`src/rtl/bcd_pkg.sv`:
```
// Shared definitions for the sequential binary-to-BCD converter.
package bcd_pkg;

    typedef enum logic [1:0] {
        StIdle,
        StShift,
        StDone
    } state_e;

    localparam int unsigned BCD_DIGIT_W = 4;
    localparam int unsigned ADJ_THRESH  = 5;
    localparam int unsigned ADJ_ADD     = 3;

endpackage

```
`src/rtl/bin2bcd_seq_if.sv`:
```
// Input and result handshake bundle for bin2bcd_seq.
interface bin2bcd_seq_if
    import bcd_pkg::*;
#(
    parameter int unsigned BIN_W  = 12,
    parameter int unsigned DIGITS = 4
);

    logic                          in_valid;
    logic                          in_ready;
    logic [BIN_W-1:0]              bin_in;
    logic                          out_valid;
    logic                          out_ready;
    logic [BCD_DIGIT_W*DIGITS-1:0] bcd_out;
    logic                          overflow;

    // master: producer of values and consumer of results
    modport master (
        output in_valid, bin_in, out_ready,
        input  in_ready, out_valid, bcd_out, overflow
    );

    modport slave (
        input  in_valid, bin_in, out_ready,
        output in_ready, out_valid, bcd_out, overflow
    );

endinterface

```
`src/rtl/bcd_digit_adj.sv`:
```
// Double-dabble digit correction: add 3 to any digit of 5 or more, 4-bit wrap.
module bcd_digit_adj
    import bcd_pkg::*;
(
    input  logic [BCD_DIGIT_W-1:0] din,
    output logic [BCD_DIGIT_W-1:0] dout
);

    always_comb begin
        dout = din;
        if (din >= BCD_DIGIT_W'(ADJ_THRESH)) begin
            dout = din + BCD_DIGIT_W'(ADJ_ADD);
        end
    end

endmodule

```
`src/rtl/bin2bcd_seq.sv`:
```
// Sequential shift-and-add-3 binary-to-BCD converter, one input bit per clock.
module bin2bcd_seq
    import bcd_pkg::*;
#(
    parameter int unsigned BIN_W  = 12,
    parameter int unsigned DIGITS = 4
) (
    input  logic          clk,
    input  logic          rst_n,
    bin2bcd_seq_if.slave  bus
);

    localparam int unsigned BCD_W = BCD_DIGIT_W * DIGITS;
    localparam int unsigned CNT_W = (BIN_W > 1) ? $clog2(BIN_W) : 1;
    localparam logic [CNT_W-1:0] CNT_LAST = CNT_W'(BIN_W - 1);

    state_e           state_q;
    logic [CNT_W-1:0] cnt_q;
    logic [BIN_W-1:0] bin_q;
    logic [BCD_W-1:0] bcd_q;
    logic             ovf_q;
    logic             in_ready_q;
    logic             out_valid_q;

    logic [BCD_W-1:0]       bcd_adj;
    logic [BCD_W+BIN_W:0]   shifted;
    logic [BCD_W-1:0]       bcd_next;
    logic [BIN_W-1:0]       bin_next;
    logic                   carry_out;

    for (genvar g = 0; g < DIGITS; g++) begin : gen_adj
        bcd_digit_adj u_adj (
            .din  (bcd_q[g*BCD_DIGIT_W +: BCD_DIGIT_W]),
            .dout (bcd_adj[g*BCD_DIGIT_W +: BCD_DIGIT_W])
        );
    end

    // {bcd,bin} << 1 with the bit leaving the top digit kept as the overflow candidate
    assign shifted   = {bcd_adj, bin_q, 1'b0};
    assign carry_out = shifted[BCD_W+BIN_W];
    assign bcd_next  = shifted[BCD_W+BIN_W-1:BIN_W];
    assign bin_next  = shifted[BIN_W-1:0];

    always_ff @(posedge clk or negedge rst_n) begin
        if (!rst_n) begin
            state_q     <= StIdle;
            cnt_q       <= '0;
            bin_q       <= '0;
            bcd_q       <= '0;
            ovf_q       <= 1'b0;
            in_ready_q  <= 1'b1;
            out_valid_q <= 1'b0;
        end else begin
            unique case (state_q)
                StIdle: begin
                    if (bus.in_valid) begin
                        bin_q      <= bus.bin_in;
                        bcd_q      <= '0;
                        ovf_q      <= 1'b0;
                        cnt_q      <= CNT_LAST;
                        in_ready_q <= 1'b0;
                        state_q    <= StShift;
                    end
                end
                StShift: begin
                    bin_q <= bin_next;
                    bcd_q <= bcd_next;
                    if (carry_out) begin
                        ovf_q <= 1'b1;
                    end
                    if (cnt_q == '0) begin
                        out_valid_q <= 1'b1;
                        state_q     <= StDone;
                    end else begin
                        cnt_q <= cnt_q - 1'b1;
                    end
                end
                StDone: begin
                    if (bus.out_ready) begin
                        out_valid_q <= 1'b0;
                        in_ready_q  <= 1'b1;
                        state_q     <= StIdle;
                    end
                end
                default: begin
                    state_q <= StIdle;
                end
            endcase
        end
    end

    assign bus.in_ready  = in_ready_q;
    assign bus.out_valid = out_valid_q;
    assign bus.bcd_out   = bcd_q;
    assign bus.overflow  = ovf_q;

endmodule
```
`src/flat_wrapper.sv`:
```
// flat-port wrapper written by rule: the top's interface ports become plain ports
module bin2bcd_seq_flat import bcd_pkg::*;
#(
    parameter int unsigned BIN_W  = 12,
    parameter int unsigned DIGITS = 4
)
  (clk, rst_n, bus_in_valid, bus_bin_in, bus_out_ready, bus_in_ready, bus_out_valid, bus_bcd_out, bus_overflow);
  bin2bcd_seq_if #(.BIN_W(BIN_W), .DIGITS(DIGITS)) bus_i ();
  input  logic clk;
  input  logic rst_n;
  input wire logic [$bits(bus_i.in_valid)-1:0] bus_in_valid;
  input wire logic [$bits(bus_i.bin_in)-1:0] bus_bin_in;
  input wire logic [$bits(bus_i.out_ready)-1:0] bus_out_ready;
  output wire logic [$bits(bus_i.in_ready)-1:0] bus_in_ready;
  output wire logic [$bits(bus_i.out_valid)-1:0] bus_out_valid;
  output wire logic [$bits(bus_i.bcd_out)-1:0] bus_bcd_out;
  output wire logic [$bits(bus_i.overflow)-1:0] bus_overflow;
  assign bus_i.in_valid = bus_in_valid;
  assign bus_i.bin_in = bus_bin_in;
  assign bus_i.out_ready = bus_out_ready;
  assign bus_in_ready = bus_i.in_ready;
  assign bus_out_valid = bus_i.out_valid;
  assign bus_bcd_out = bus_i.bcd_out;
  assign bus_overflow = bus_i.overflow;
  bin2bcd_seq #(.BIN_W(BIN_W), .DIGITS(DIGITS)) u_core (.clk(clk), .rst_n(rst_n), .bus(bus_i));
endmodule
```
`config.mk`:
```
export PLATFORM = sky130hd
export DESIGN_NAME = bin2bcd_seq_flat
export DESIGN_NICKNAME = d
export VERILOG_FILES = /design/src/rtl/bcd_pkg.sv /design/src/rtl/bin2bcd_seq_if.sv /design/src/rtl/bcd_digit_adj.sv /design/src/rtl/bin2bcd_seq.sv /design/src/flat_wrapper.sv
export SDC_FILE = /design/constraint.sdc
export NUM_CORES = 1
export LEC_CHECK = 0
export ABC_AREA = 1
export CAP_MARGIN = 10
export CORE_MARGIN = 2
export CORE_UTILIZATION = 35
export DETAILED_ROUTE_END_ITERATION = 10
export GPL_TIMING_DRIVEN = 0
export SYNTH_ARGS = -nofsm -noshare
export SYNTH_HDL_FRONTEND = slang
export SYNTH_SLANG_ARGS = --single-unit
```
`constraint.sdc`:
```
create_clock -name clk -period 1.3 [get_ports clk]
set_clock_uncertainty 0.2 [all_clocks]
set_input_delay 0.195 -clock clk [delete_from_list [all_inputs] [get_ports clk]]
set_output_delay 0.195 -clock clk [all_outputs]
set_load 0.05 [all_outputs]
```
# Word-level counts from Yosys, hierarchy flattened
# Cells that the tools add are included.
word_totals:
  inputBits: 16
  out_inout_bits: 19
  reg_bits: 37
classes:
  magnitude_cmp: 4
  addsub: 5
  muxes: 23
  eq_ne: 7
  n_reduce_logical: 11
op_table:
  columns: ["cell", "n"]
  rows:
  - ["one-hot mux 16 bit (2 select lines)", 1]
  - ["2-to-1 mux 4 bit", 6]
  - ["one-hot mux 12 bit (2 select lines)", 1]
  - ["adder 4 x 2 -> 4 bit (second input constant)", 4]
  - ["greater-or-equal comparator 4 x 3 -> 1 bit (second input constant)", 4]
  - ["2-to-1 mux 16 bit", 1]
  - ["AND reduction 3 bit", 5]
  - ["2-to-1 mux 12 bit", 1]
  - ["inequality test 2 bit (second input constant)", 4]
  - ["one-hot mux 4 bit (2 select lines)", 1]
  - ["2-to-1 mux 2 bit", 3]
  - ["one-hot mux 1 bit (2 select lines)", 3]
  - ["one-hot mux 2 bit (3 select lines)", 1]
  - ["nonzero test 2 bit", 3]
  - ["2-to-1 mux 1 bit", 5]
  - ["logical NOT 4 bit", 1]
  - ["subtractor 4 x 1 -> 4 bit (second input constant)", 1]
  - ["equality test 2 x 1 -> 1 bit (second input constant)", 1]
  - ["equality test 2 bit (second input constant)", 1]
  - ["logical NOT 2 bit", 1]
  - ["inequality test 2 x 1 -> 1 bit (second input constant)", 1]
  - ["AND reduction 2 bit", 1]

# Logic depth before layout (Yosys ltp)
# Gate-level depths: netlist of run 1.
depth:
  word_depth: 4
  ltp_mapped: 9

# Cells and area by module
# Synthesis of run 1 repeated with hierarchy kept, for this count alone.
unflattened:
  cells_unflattened: 289
  hier_area_um2: 2303.5
by_module_without_submodules:
  columns: ["mod", "instances", "cells_each", "area_per_inst_um2"]
  rows:
  - ["bin2bcd_seq", 1, 197, 1762.9]
  - ["bcd_digit_adj", 4, 23, 135.1]

# Worst setup path after synthesis of run 1
# Ideal clock, no wire load.
synth_timing:
  path_kind: "register to register"
  startpoint: "reg u_core.bcd_q[0], in the netlist u_core.bus.bcd_out[0]"
  endpoint: "reg u_core.bcd_q[1], in the netlist u_core.bus.bcd_out[1]"
  path_buffers: 0
  setup_ns: 0.118
  path_stages_with_launch: 9
  required_time_ns: 0.982
  arrival_ns: 1.455
  setup_slack_ns: -0.473
  cell_sequence: "dfrtp_1 > inv_1 > ha_1 > inv_1 > nand2_1 > nand3_1 > nand2_1 > nand3_1 > nand2_1"
synth_between:
  elab_chain_len: 3
  elab_cells_between_ends: 4
  classes_between: "add/sub (1); order compare (1); mux (2)"
synth_lines:
  columns: ["item", "line_no", "source"]
  rows:
  - ["start, declared", "bin2bcd_seq.sv:20", "logic [BCD_W-1:0] bcd_q;"]
  - ["start signal, assigned", "bin2bcd_seq.sv:67", "bcd_q <= bcd_next;"]
  - ["adder 4 x 2 -> 4 bit or greater-or-equal comparator 4 x 3 -> 1 bit (tied branches)", "bcd_digit_adj.sv:12, bcd_digit_adj.sv:11", null]
  - ["2-to-1 mux 4 bit (*)", "bcd_digit_adj.sv:11", "if (din >= BCD_DIGIT_W'(ADJ_THRESH)) begin"]
  - ["one-hot mux 16 bit (2 select lines) (*)", "bin2bcd_seq.sv:54", "unique case (state_q)"]
# Every way passes the cells marked *; elsewhere a longest branch is shown, timed or not.
# A chain may end at the register's enable or synchronous reset.

# Final worst setup path of run 1
layout_timing:
  startpoint: "reg u_core.state_q[1]"
  endpoint: "reg u_core.bcd_q[12], in the netlist u_core.bus.bcd_out[12]"
layout_between:
  elab_chain_len: 3
  elab_cells_between_ends: 6
  classes_between: "eq/ne (2); mux (1); reduce/logical (3)"
layout_lines:
  columns: ["item", "line_no", "source"]
  rows:
  - ["start, declared", "bin2bcd_seq.sv:17", "state_e state_q;"]
  - ["start signal, assigned", "bin2bcd_seq.sv:46", "state_q <= StIdle;"]
  - ["start signal, assigned", "bin2bcd_seq.sv:62", "state_q <= StShift;"]
  - ["start signal, assigned", "bin2bcd_seq.sv:73", "state_q <= StDone;"]
  - ["equality test 2 x 1 -> 1 bit or logical NOT 2 bit (tied branches)", "bin2bcd_seq.sv:54", null]
  - ["nonzero test 2 bit (no source line) or inequality test 2 bit (tied branches)", null, null]
  - ["AND reduction 2 bit (no source line)", null, null]
# Several ways; a longest one is shown, not always the timed one.

==> qor.txt, run 1 <==
status: finished, violations left
violated checks: hold timing, setup timing
adder-cell share of the synthesized area: 6.238%
Max-cap violations: 0
count of final hold-check violations: 36
Post-Synth Simple-Gate Area: 30.57%
count of endpoints failing setup in the final report: 37
sequential share of the synthesized area: 46.23%
mux cell area share after synthesis: 0%
wire length of the first global-routing pass: 8.673 mm
number of H-tree levels: 2
placement-stage worst setup slack: -0.4512 ns
maximum buffer depth of the clock tree: 2
type of the worst setup path: reg -> reg
DRC Markers: 0
effective utilization at floorplan: 36.42%
sum of negative setup slack: -3.063 ns
shortest clock period the worst path allows after layout: 1.432 ns
core occupancy in the finished layout: 57.10%
path class of the lowest-slack min-delay path: in -> async
crit path launch type: flip-flop
highest-count cells in the layout ignoring fill and taps: nand2_1 (63), buf_4 (33), buf_6 (24), dfrtp_1 (24), nand3_1 (19)
routed wirelength normalized by instance count: 12.97 um
clock network latency to the later pin of the worst-skew pair: 0.29 ns
most frequent standard cell in the layout excluding fill and tap cells: nand2_1
synthesized flop and latch total: 37
part of the cycle the worst path needs: 110.1%
Final GP Congestion: 0.7905
Cells after Synth: 262
compound-gate portion of the synthesized area: 9.108%
TritonCTS Buffers: 5
pin count of the biggest net entering global routing: 38
Congestion Overflow GR: 0
Hold WS: -0.1768 ns
Die Height: 79.70 um
Max VDD drop: 1.162 mV
Slew @ Worst Pin: 0.8800 ns
Worst Path Required: 1.28 ns
data arrival time of the critical path: 1.41 ns
area grow syn2layout: 56.77%
detailed-placement wirelength estimate: 3.198 mm
final WL: 5.331 mm
floorplan core area: 0.005507 mm^2
summed instance area of the synthesized netlist: 0.002006 mm^2
FMAX: 698.5 MHz
post-synth net total: 288
number of I/O pins: 35
full die area: 0.006352 mm^2
number of global-route vias before repair: 1916
largest fanout of any net on the critical path: 5
Static Leakage: 1.541 nW
number of DRC markers after the initial detailed-route iteration: 81
num rows: 27
die outline width: 79.70 um
nature of the critical path endpoint: flip-flop
clock tree from TritonCTS: built
unrepaired setup endpoints after global routing: yes
reg-to-reg critical path startpoint: u_core.state_q[1]
P per Cell Area: 2932 mW/mm^2
antenna violations before repair: 0
number of antenna cells inserted: 0
post-route total power: 9.220 mW
average cell area after synthesis: 7.655 um^2
clock transition at the register clock pins on the worst setup and hold paths after CTS: 0.08 ns
count of unique library cells instantiated by Yosys: 21
final count of pins violating max slew: 0
synth warn: 0
parity-gate share of the synthesized area counting xor and xnor cells: 0.4367%
mean number of vias per cell: 4.903
Global Route Usage Sum: 17.31%
Antenna Violating Nets Remaining: 0
layout cell share with drive strength beyond 1: 43.36%
Rel. slew slack: 41.34%
clk root buf: clkbuf_8
Critical path origin: u_core.state_q[1]
largest family of logic cells by synthesized area: simple AND/OR/NAND/NOR gates
1st-pass router iterations: 5
final layout net count: 364
fill cell count: 525
final setup slack of the worst path: -0.1316 ns
number of buffers inserted by port buffering: 34
CTS sink count: 37
via count: 2015
[stage by stage]
step | hold WS (ns) | cells | instance area, um^2
after CTS | -0.1526 | 402 | 2953
after global placement | 0.2616 | 368 | 2539
final | -0.1768 | 411 | 3144
after global routing | -0.1046 | 411 | 3144
after floorplan | -0.3006 | 262 | 2108
after detailed placement | 0.1616 | 368 | 2534
[metal layers]
layer | vias to the layer above | GRT usage (%) | routed length, um
li1 | 1005 | - | -
met1 | 945 | 21.97 | 2356
met2 | 61 | 28.99 | 2687
met3 | 4 | 3.733 | 252
met4 | 0 | 6.034 | 34
met5 | - | 0 | 0
[cell usage after synthesis, drive strengths merged]
cell / count / area, um^2
nand2: 90 / 347.8
dfrtp: 36 / 900.9
inv: 27 / 101.3
nand3: 24 / 120.1
nor2: 22 / 90.09
a21oi: 15 / 75.07
o21ai: 15 / 75.07
ha: 10 / 125.1
nand4: 8 / 50.05
buf: 7 / 47.54
o22ai: 4 / 25.02
dfstp: 1 / 26.28
nor3: 1 / 5.000
o31ai: 1 / 7.510
xor2: 1 / 8.760
[report_power, final]
group / internal [mW] / switching, mW
combinational: 2.61 / 3.53
clock: 0.382 / 0.426
sequential: 1.74 / 0.530
total: 4.73 / 4.49
[path summary, 6_finish.rpt]
| check | to | slack [ns] | depth (start not counted) |
|---|---|---|---|
| max | u_core.bus.bcd_out[12] | -0.13 | 7 |
| min | u_core.bus.bcd_out[6] | -0.18 | 1 |
| max reg2reg | u_core.bus.bcd_out[12] | -0.13 | 7 |
| min reg2reg | u_core.bus.out_valid | 0.28 | 2 |
| max in group asynchronous | u_core.bus.bcd_out[1] | 0.47 | 1 |
| min in group clk | u_core.state_q[1] | 0.28 | 2 |
[repair_timing]
action / in CTS / in global routing
endpoints found under the setup margin: 55 / 50
gates resized for setup: 176 / 33
hold endpoints to repair: 36 / 36
pin swaps: 16 / 7
cloned: 1 / 0
setup buffers: 25 / 9
[worst max-delay path, stage by stage, from the launching register on]
cell	delay, ns
dfrtp_1	0.43
nor2_4	0.18
inv_2	0.09
nand2_4	0.13
inv_4	0.06
buf_6	0.13
nand2_1	0.05
o21ai_1	0.05
[cell families (layout without fill, tap and decap cells)]
logic type / count (synthesis) / after routing
simple gates: 145 / 145
flops: 37 / 37
compound gates: 35 / 35
buf+inv: 34 / 111
fa+ha+maj: 10 / 10
xor+xnor: 1 / 1
[area by class of cell]
type / count / area, um^2 / area share, %
Sequential cell: 37 / 942.2 / 29.96
Multi-Input combinational cell: 191 / 1210 / 38.48
Buffer: 7 / 62.56 / 1.990
Tap cell: 72 / 90.09 / 2.865
Clock buffer: 8 / 80.08 / 2.547
Timing Repair Buffer: 69 / 640.6 / 20.37
Inverter: 27 / 118.9 / 3.780
[state kept, by name, summed over array words and instances, names as in the netlist]
register	count
u_core.state_q	2
u_core.bus.bcd_out	16
u_core.cnt_q	4
u_core.bus.out_valid	1
u_core.bin_q	12
u_core.bus.overflow	1
u_core.bus.in_ready	1
No activity file was read; power rests on OpenSTA's default activity.
==> run 2: changes to the inputs <==
--- a/config.mk
+++ b/config.mk
@@ -5,7 +5,7 @@
 export SDC_FILE = /design/constraint.sdc
 export NUM_CORES = 1
 export LEC_CHECK = 0
-export ABC_AREA = 1
+export ABC_AREA = 0
 export CAP_MARGIN = 10
 export CORE_MARGIN = 2
 export CORE_UTILIZATION = 35
==> qor.txt, run 2 <==
placed cell area: 0.002590 mm^2 (+2.2%)
mean number of vias per cell: 5.329 (+8.7%)
Congestion Overflow GR: 0 (unchanged)
Static Leakage: 1.548 nW (+0.47%)
Global Route Usage Sum: 19.80% (+2.5 points)
data arrival time of the critical path: 1.56 ns (+0.15 ns)
fill cell count: 426 (-19%)
final WL: 6.443 mm (+21%)
Hold WS: -0.2045 ns (-0.02763 ns)
highest-count cells in the layout ignoring fill and taps: nand2_1 (33), buf_6 (28), buf_4 (28), dfrtp_1 (24), buf_8 (14)
CTS sink count: 37 (unchanged)
sequential cell area in the final layout: 942.2 um^2 (unchanged)
number of DRC markers after the initial detailed-route iteration: 60 (-26%)
largest fanout of any net on the critical path: 6 (+1)
Max-cap violations: 0 (unchanged)
DRC Markers: 0 (unchanged)
most frequent standard cell in the layout excluding fill and tap cells: nand2_1
crit path cell chain: inv_2 -> ha_4 -> or3b_4 -> a211oi_2 -> a31oi_1
Final GP Congestion: 0.8087 (+2.3%)
number of enable flip-flop cells after synthesis: 0 (unchanged)
sequential share of the synthesized area: 45.80% (-0.43 points)
most common flop cell mapped by yosys: dfrtp_1
die outline width: 80.06 um (+0.45%)
area grow syn2layout: 80.04%
Synth top cells by count: nand2_1 (38), dfrtp_1 (36), inv_1 (19)
1st-pass router iterations: 4 (-1)
final layout net count: 324 (-11%)
number of H-tree levels: 2 (unchanged)
post-synth net total: 237 (-18%)
Slew @ Worst Pin: 0.8173 ns (-0.06268 ns)
Worst Path Required: 1.27 ns (about the same)
wire length of the first global-routing pass: 9.715 mm (+12%)
clock transition at the register clock pins on the worst setup and hold paths after CTS: 0.07 ns (about the same)
Final Cell Area: 0.003645 mm^2 (+16%)
Max VDD drop: 1.269 mV (+9.2%)
Synth top area share: 44.50% (-0.42 points)
non-filler instance count after layout: 371 (-9.7%)
clock tree from TritonCTS: built
Rel. slew slack: 45.52% (+4.2 points)
antenna violations before repair: 0 (unchanged)
number of antenna cells inserted: 0 (unchanged)
via count: 1977 (-1.9%)
number of flip-flops in the largest register: 16 (unchanged)
floorplan core area: 0.005540 mm^2 (+0.61%)
number of global-route vias before repair: 1948 (+1.7%)
P per Cell Area: 2671 mW/mm^2 (-8.9%)
crit path launch type: flip-flop
most frequently used cell type in the post-synthesis netlist: nand2_1
final count of pins violating max slew: 0 (unchanged)
type of the worst setup path: reg -> reg
part of the cycle the worst path needs: 122.3% (+12 points)
dominant cells by area after synthesis: dfrtp_1 (44%), nand2_1 (7.0%), ha_1 (6.2%)
detailed-placement wirelength estimate: 3.305 mm (+3.4%)
Cells after Synth: 211 (-19%)
synth warn: 0 (unchanged)
area used by multi-input combinational logic: 0.001409 mm^2 (+16%)
shortest clock period the worst path allows after layout: 1.590 ns (+0.1583 ns)
routed wirelength normalized by instance count: 17.37 um (+34%)
clock network latency to the later pin of the worst-skew pair: 0.30 ns (about the same)
summed instance area of the synthesized netlist: 0.002024 mm^2 (+0.94%)
placed insts: 317 (-14%)
Die Height: 80.06 um (+0.45%)
average cell area after synthesis: 9.595 um^2 (+25%)
nature of the critical path endpoint: flip-flop
pin count of the biggest net entering global routing: 38 (unchanged)
share of synthesized flip-flops with an asynchronous set or reset: 100.0% (unchanged)
TritonCTS Buffers: 5 (unchanged)
full die area: 0.006409 mm^2 (+0.89%)
effective utilization at floorplan: 36.54% (+0.12 points)
post-route total power: 9.735 mW (+5.6%)
path class of the lowest-slack min-delay path: in -> async
placement-stage worst setup slack: -0.5109 ns (-0.05972 ns)
core occupancy in the finished layout: 65.79% (+8.7 points)
clk root buf: clkbuf_8
layout cell share with drive strength beyond 1: 58.86% (+16 points)
count of endpoints failing setup in the final report: 47 (+27%)
sum of negative setup slack: -8.289 ns (-5.226 ns)
number of I/O pins: 35 (unchanged)
num rows: 27 (unchanged)
leading area contributor after synthesis: dfrtp_1
Antenna Violating Nets Remaining: 0 (unchanged)
violated checks: hold timing, setup timing
unrepaired setup endpoints after global routing: yes
maximum buffer depth of the clock tree: 2 (unchanged)
FMAX: 629.0 MHz (-10%)
Worst path max stage delay: 0.42 ns (about the same)
final setup slack of the worst path: -0.2899 ns (-0.1583 ns)
status: finished, violations left
worst-path cell with the longest stage delay: or3b_4
count of final hold-check violations: 36 (unchanged)
count of unique library cells instantiated by Yosys: 37 (+76%)
synthesized flop and latch total: 37 (unchanged)
number of buffers inserted by port buffering: 34 (unchanged)
run 2: cell count changes after synthesis, moves of 5 or more:
cell       delta
nand3_1      -23
o2111ai_1     +8
nand4_1       -8
buf_4         +5
a21oi_1      -12
a31oi_1      +13
nand2_1      -50
nor2_1        -7
nor2b_1       +5
run 2: routing by layer:
| layer | global-route usage (%) | vias up | wire [um] | part of all wire (%) |
|---|---|---|---|---|
| met5 | 0 | - | 0 | 0 |
| met4 | 6.271 | 0 | 142 | 2.2 |
| met3 | 4.045 | 14 | 291 | 4.5 |
| met2 | 34.17 | 54 | 3296 | 51 |
| met1 | 24.73 | 970 | 2713 | 42 |
| li1 | - | 939 | - | - |
run 2: critical path, delay by kind of cell (launching register included):
kind                     cells  cell delay (ns)
AND/OR/NAND/NOR              1             0.42
flip-flops                   1             0.39
AO/OA/AOI/OAI                2             0.24
adder cells (fa/ha/maj)      1             0.13
buffers and inverters        1             0.09
run 2: path summary, 6_finish.rpt:
path                                                to  cells after the start                start  slack (ns)
max in group asynchronous       u_core.bus.bcd_out[10]                      1                rst_n        0.54
min in group clk                       u_core.bin_q[7]                      3        bus_bin_in[7]        0.26
worst max-delay path                   u_core.cnt_q[0]                      5      u_core.cnt_q[1]       -0.29
worst min register to register     u_core.bus.overflow                      2  u_core.bus.overflow        0.31
worst max register to register         u_core.cnt_q[0]                      5      u_core.cnt_q[1]       -0.29
worst min-delay path                   u_core.bin_q[8]                      1                rst_n       -0.20
run 2: kinds of logic after synthesis:
| group | Yosys count | synth area share [%] |
|---|---|---|
| compound gates | 60 | 22.31 |
| xor+xnor | 4 | 1.730 |
| fa+ha+maj | 10 | 6.180 |
| buf+inv | 32 | 8.282 |
| flops | 37 | 45.80 |
| mux | 1 | 0.4945 |
| simple gates | 67 | 15.20 |
run 2: final cells by class:
cell class,instances,area share (%)
buffer,11,4.497
clock buffer,6,1.991
clock inverter,2,0.2746
inverter,19,2.300
multi-input combinational,143,38.65
sequential,37,25.85
tap,72,2.472
timing repair buffer,81,23.96
run 2: timing repair:
item	CTS	global route
gates resized for setup	182	77
pin swaps	14	14
cloned	6	2
setup endpoints to repair	55	55
hold endpoints to repair	36	36
buffers inserted	29	14
run 2: where the power goes:
part | switching, mW | internal (mW) | total (mW)
registers | 0.507 | 1.67 | 2.18
logic | 3.38 | 3.37 | 6.75
clock network | 0.435 | 0.372 | 0.807
==> run 3: changes to the inputs <==
--- a/config.mk
+++ b/config.mk
@@ -11,6 +11,7 @@
 export CORE_UTILIZATION = 35
 export DETAILED_ROUTE_END_ITERATION = 10
 export GPL_TIMING_DRIVEN = 0
+export SKIP_CTS_REPAIR_TIMING = 1
 export SYNTH_ARGS = -nofsm -noshare
 export SYNTH_HDL_FRONTEND = slang
 export SYNTH_SLANG_ARGS = --single-unit
==> qor.txt, run 3 (synthesis gave the netlist of run 2 again) <==
largest fanout of any net on the critical path: 6 (unchanged)
Die Height: 80.06 um (unchanged)
TritonCTS Buffers: 5 (unchanged)
type of the worst setup path: reg -> reg
nature of the critical path endpoint: flip-flop
part of the cycle the worst path needs: 129.3% (+7.0 points)
post-route total power: 8.677 mW (-11%)
crit path cell chain: inv_2 -> ha_4 -> or3b_1 -> buf_6 -> a211oi_2 -> a31oi_1
number of I/O pins: 35 (unchanged)
Worst path max stage delay: 0.41 ns (about the same)
antenna violations before repair: 0 (unchanged)
Static Leakage: 1.421 nW (-8.2%)
number of DRC markers after the initial detailed-route iteration: 51 (-15%)
DRC Markers: 0 (unchanged)
Slew @ Worst Pin: 0.8450 ns (+0.02769 ns)
count of final hold-check violations: 36 (unchanged)
Max-cap violations: 0 (unchanged)
clock tree from TritonCTS: built
count of endpoints failing setup in the final report: 48 (+2.1%)
crit path launch type: flip-flop
Rel. slew slack: 43.67% (-1.8 points)
Hold WS: -0.1953 ns (+0.009205 ns)
non-filler instance count after layout: 355 (-4.3%)
shortest clock period the worst path allows after layout: 1.681 ns (+0.09061 ns)
1st-pass router iterations: 4 (unchanged)
unrepaired setup endpoints after global routing: yes
number of global-route vias before repair: 1709 (-12%)
path class of the lowest-slack min-delay path: in -> async
number of H-tree levels: 2 (unchanged)
CTS sink count: 37 (unchanged)
Worst Path Required: 1.27 ns (about the same)
clock transition at the register clock pins on the worst setup and hold paths after CTS: 0.07 ns (about the same)
die outline width: 80.06 um (unchanged)
final setup slack of the worst path: -0.3806 ns (-0.09061 ns)
fill cell count: 478 (+12%)
final layout net count: 308 (-4.9%)
final count of pins violating max slew: 0 (unchanged)
number of buffers inserted by port buffering: 34 (unchanged)
pin count of the biggest net entering global routing: 38 (unchanged)
floorplan core area: 0.005540 mm^2 (unchanged)
detailed-placement wirelength estimate: 3.305 mm (unchanged)
data arrival time of the critical path: 1.65 ns (+0.09 ns)
area grow syn2layout: 63.04%
Global Route Usage Sum: 16.34% (-3.5 points)
effective utilization at floorplan: 36.54% (unchanged)
number of antenna cells inserted: 0 (unchanged)
FMAX: 595.0 MHz (-5.4%)
clk root buf: clkbuf_8
most frequent standard cell in the layout excluding fill and tap cells: nand2_1
highest-count cells in the layout ignoring fill and taps: nand2_1 (38), buf_4 (25), dfrtp_1 (25), buf_6 (24), clkdlybuf4s50_1 (14)
Max VDD drop: 1.141 mV (-10%)
final WL: 5.580 mm (-13%)
worst-path cell with the longest stage delay: dfrtp_1
CP bufs+invs: 2 (+1)
violated checks: hold timing, setup timing
number of flip-flops in the largest register: 16 (unchanged)
full die area: 0.006409 mm^2 (unchanged)
sequential cell area in the final layout: 940.9 um^2 (-0.13%)
Congestion Overflow GR: 0 (unchanged)
mean number of vias per cell: 5.270 (-1.1%)
via count: 1871 (-5.4%)
num rows: 27 (unchanged)
area used by multi-input combinational logic: 0.001242 mm^2 (-12%)
status: finished, violations left
clock network latency to the later pin of the worst-skew pair: 0.29 ns (about the same)
maximum buffer depth of the clock tree: 2 (unchanged)
layout cell share with drive strength beyond 1: 50.88% (-8.0 points)
placed insts: 317 (unchanged)
Final GP Congestion: 0.8087 (unchanged)
Antenna Violating Nets Remaining: 0 (unchanged)
routed wirelength normalized by instance count: 15.72 um (-9.5%)
sum of negative setup slack: -8.507 ns (-0.2172 ns)
wire length of the first global-routing pass: 8.169 mm (-16%)
gate family responsible for the most delay along the worst path: flip-flops
P per Cell Area: 2629 mW/mm^2 (-1.6%)
run 3: changes by cell type in the layout (fill, tap and decap cells not counted), moves of 3 or more:
cell,previous run,this run
buf_8,14,6
nand2_1,33,38
buf_6,28,24
nand2_2,4,0
buf_4,28,25
clkbuf_16,2,5
ha_2,1,4
ha_4,8,5
run 3: area by class of cell:
type                            instances  area share, %
Inverter                               19          2.616
Buffer                                 13          5.534
Tap cell                               72          2.729
Clock buffer                            6          2.199
Multi-Input combinational cell        142          37.64
Timing Repair Buffer                   64          20.47
Clock inverter                          2         0.3033
Sequential cell                        37          28.51
run 3: worst register-to-register path, delay by kind of cell (launching register included):
| family | cells | cell delay, ns |
|---|---|---|
| buffers and inverters | 2 | 0.24 |
| AND/OR/NAND/NOR | 1 | 0.36 |
| AO/OA/AOI/OAI | 2 | 0.22 |
| adder cells (fa/ha/maj) | 1 | 0.12 |
| flip-flops | 1 | 0.41 |
run 3: where the power goes:
| part | internal [mW] | switching, mW |
|---|---|---|
| Clock | 0.372 | 0.429 |
| Combinational | 2.80 | 2.91 |
| Sequential | 1.67 | 0.495 |
run 3: path summary, 6_finish.rpt:
kind	start	cells past startpoint	to	slack, ns
max	u_core.cnt_q[0]	6	u_core.cnt_q[0]	-0.38
min	rst_n	1	u_core.bin_q[9]	-0.20
max reg2reg	u_core.cnt_q[0]	6	u_core.cnt_q[0]	-0.38
min reg2reg	u_core.bin_q[11]	2	u_core.bus.bcd_out[0]	0.29
max in group asynchronous	rst_n	1	u_core.bus.bcd_out[9]	0.51
min in group clk	bus_bin_in[6]	3	u_core.bin_q[6]	0.26
run 3: per-layer routing:
metal | vias to the layer above | routed length (um) | GRT usage [%]
met3 | 10 | 199 | 3.708
met5 | - | 0 | 0
met4 | 0 | 113 | 5.424
met2 | 43 | 2661 | 26.67
li1 | 905 | - | -
met1 | 913 | 2606 | 21.38
run 3: through the flow:
stage / hold WS (ns) / setup slack (ns) / cell area (um^2) / util, %
after detailed placement: 0.1495 / -0.5109 / 2590 / 46.75
after floorplan: -0.3006 / -0.3355 / 2165 / -
after global placement: 0.2729 / -1.232 / 2595 / 46.84
after CTS: -0.1636 / -0.7409 / 2673 / 48.24
after global routing: -0.1381 / -0.4123 / 3301 / 59.58
final: -0.1953 / -0.3806 / 3301 / 59.58
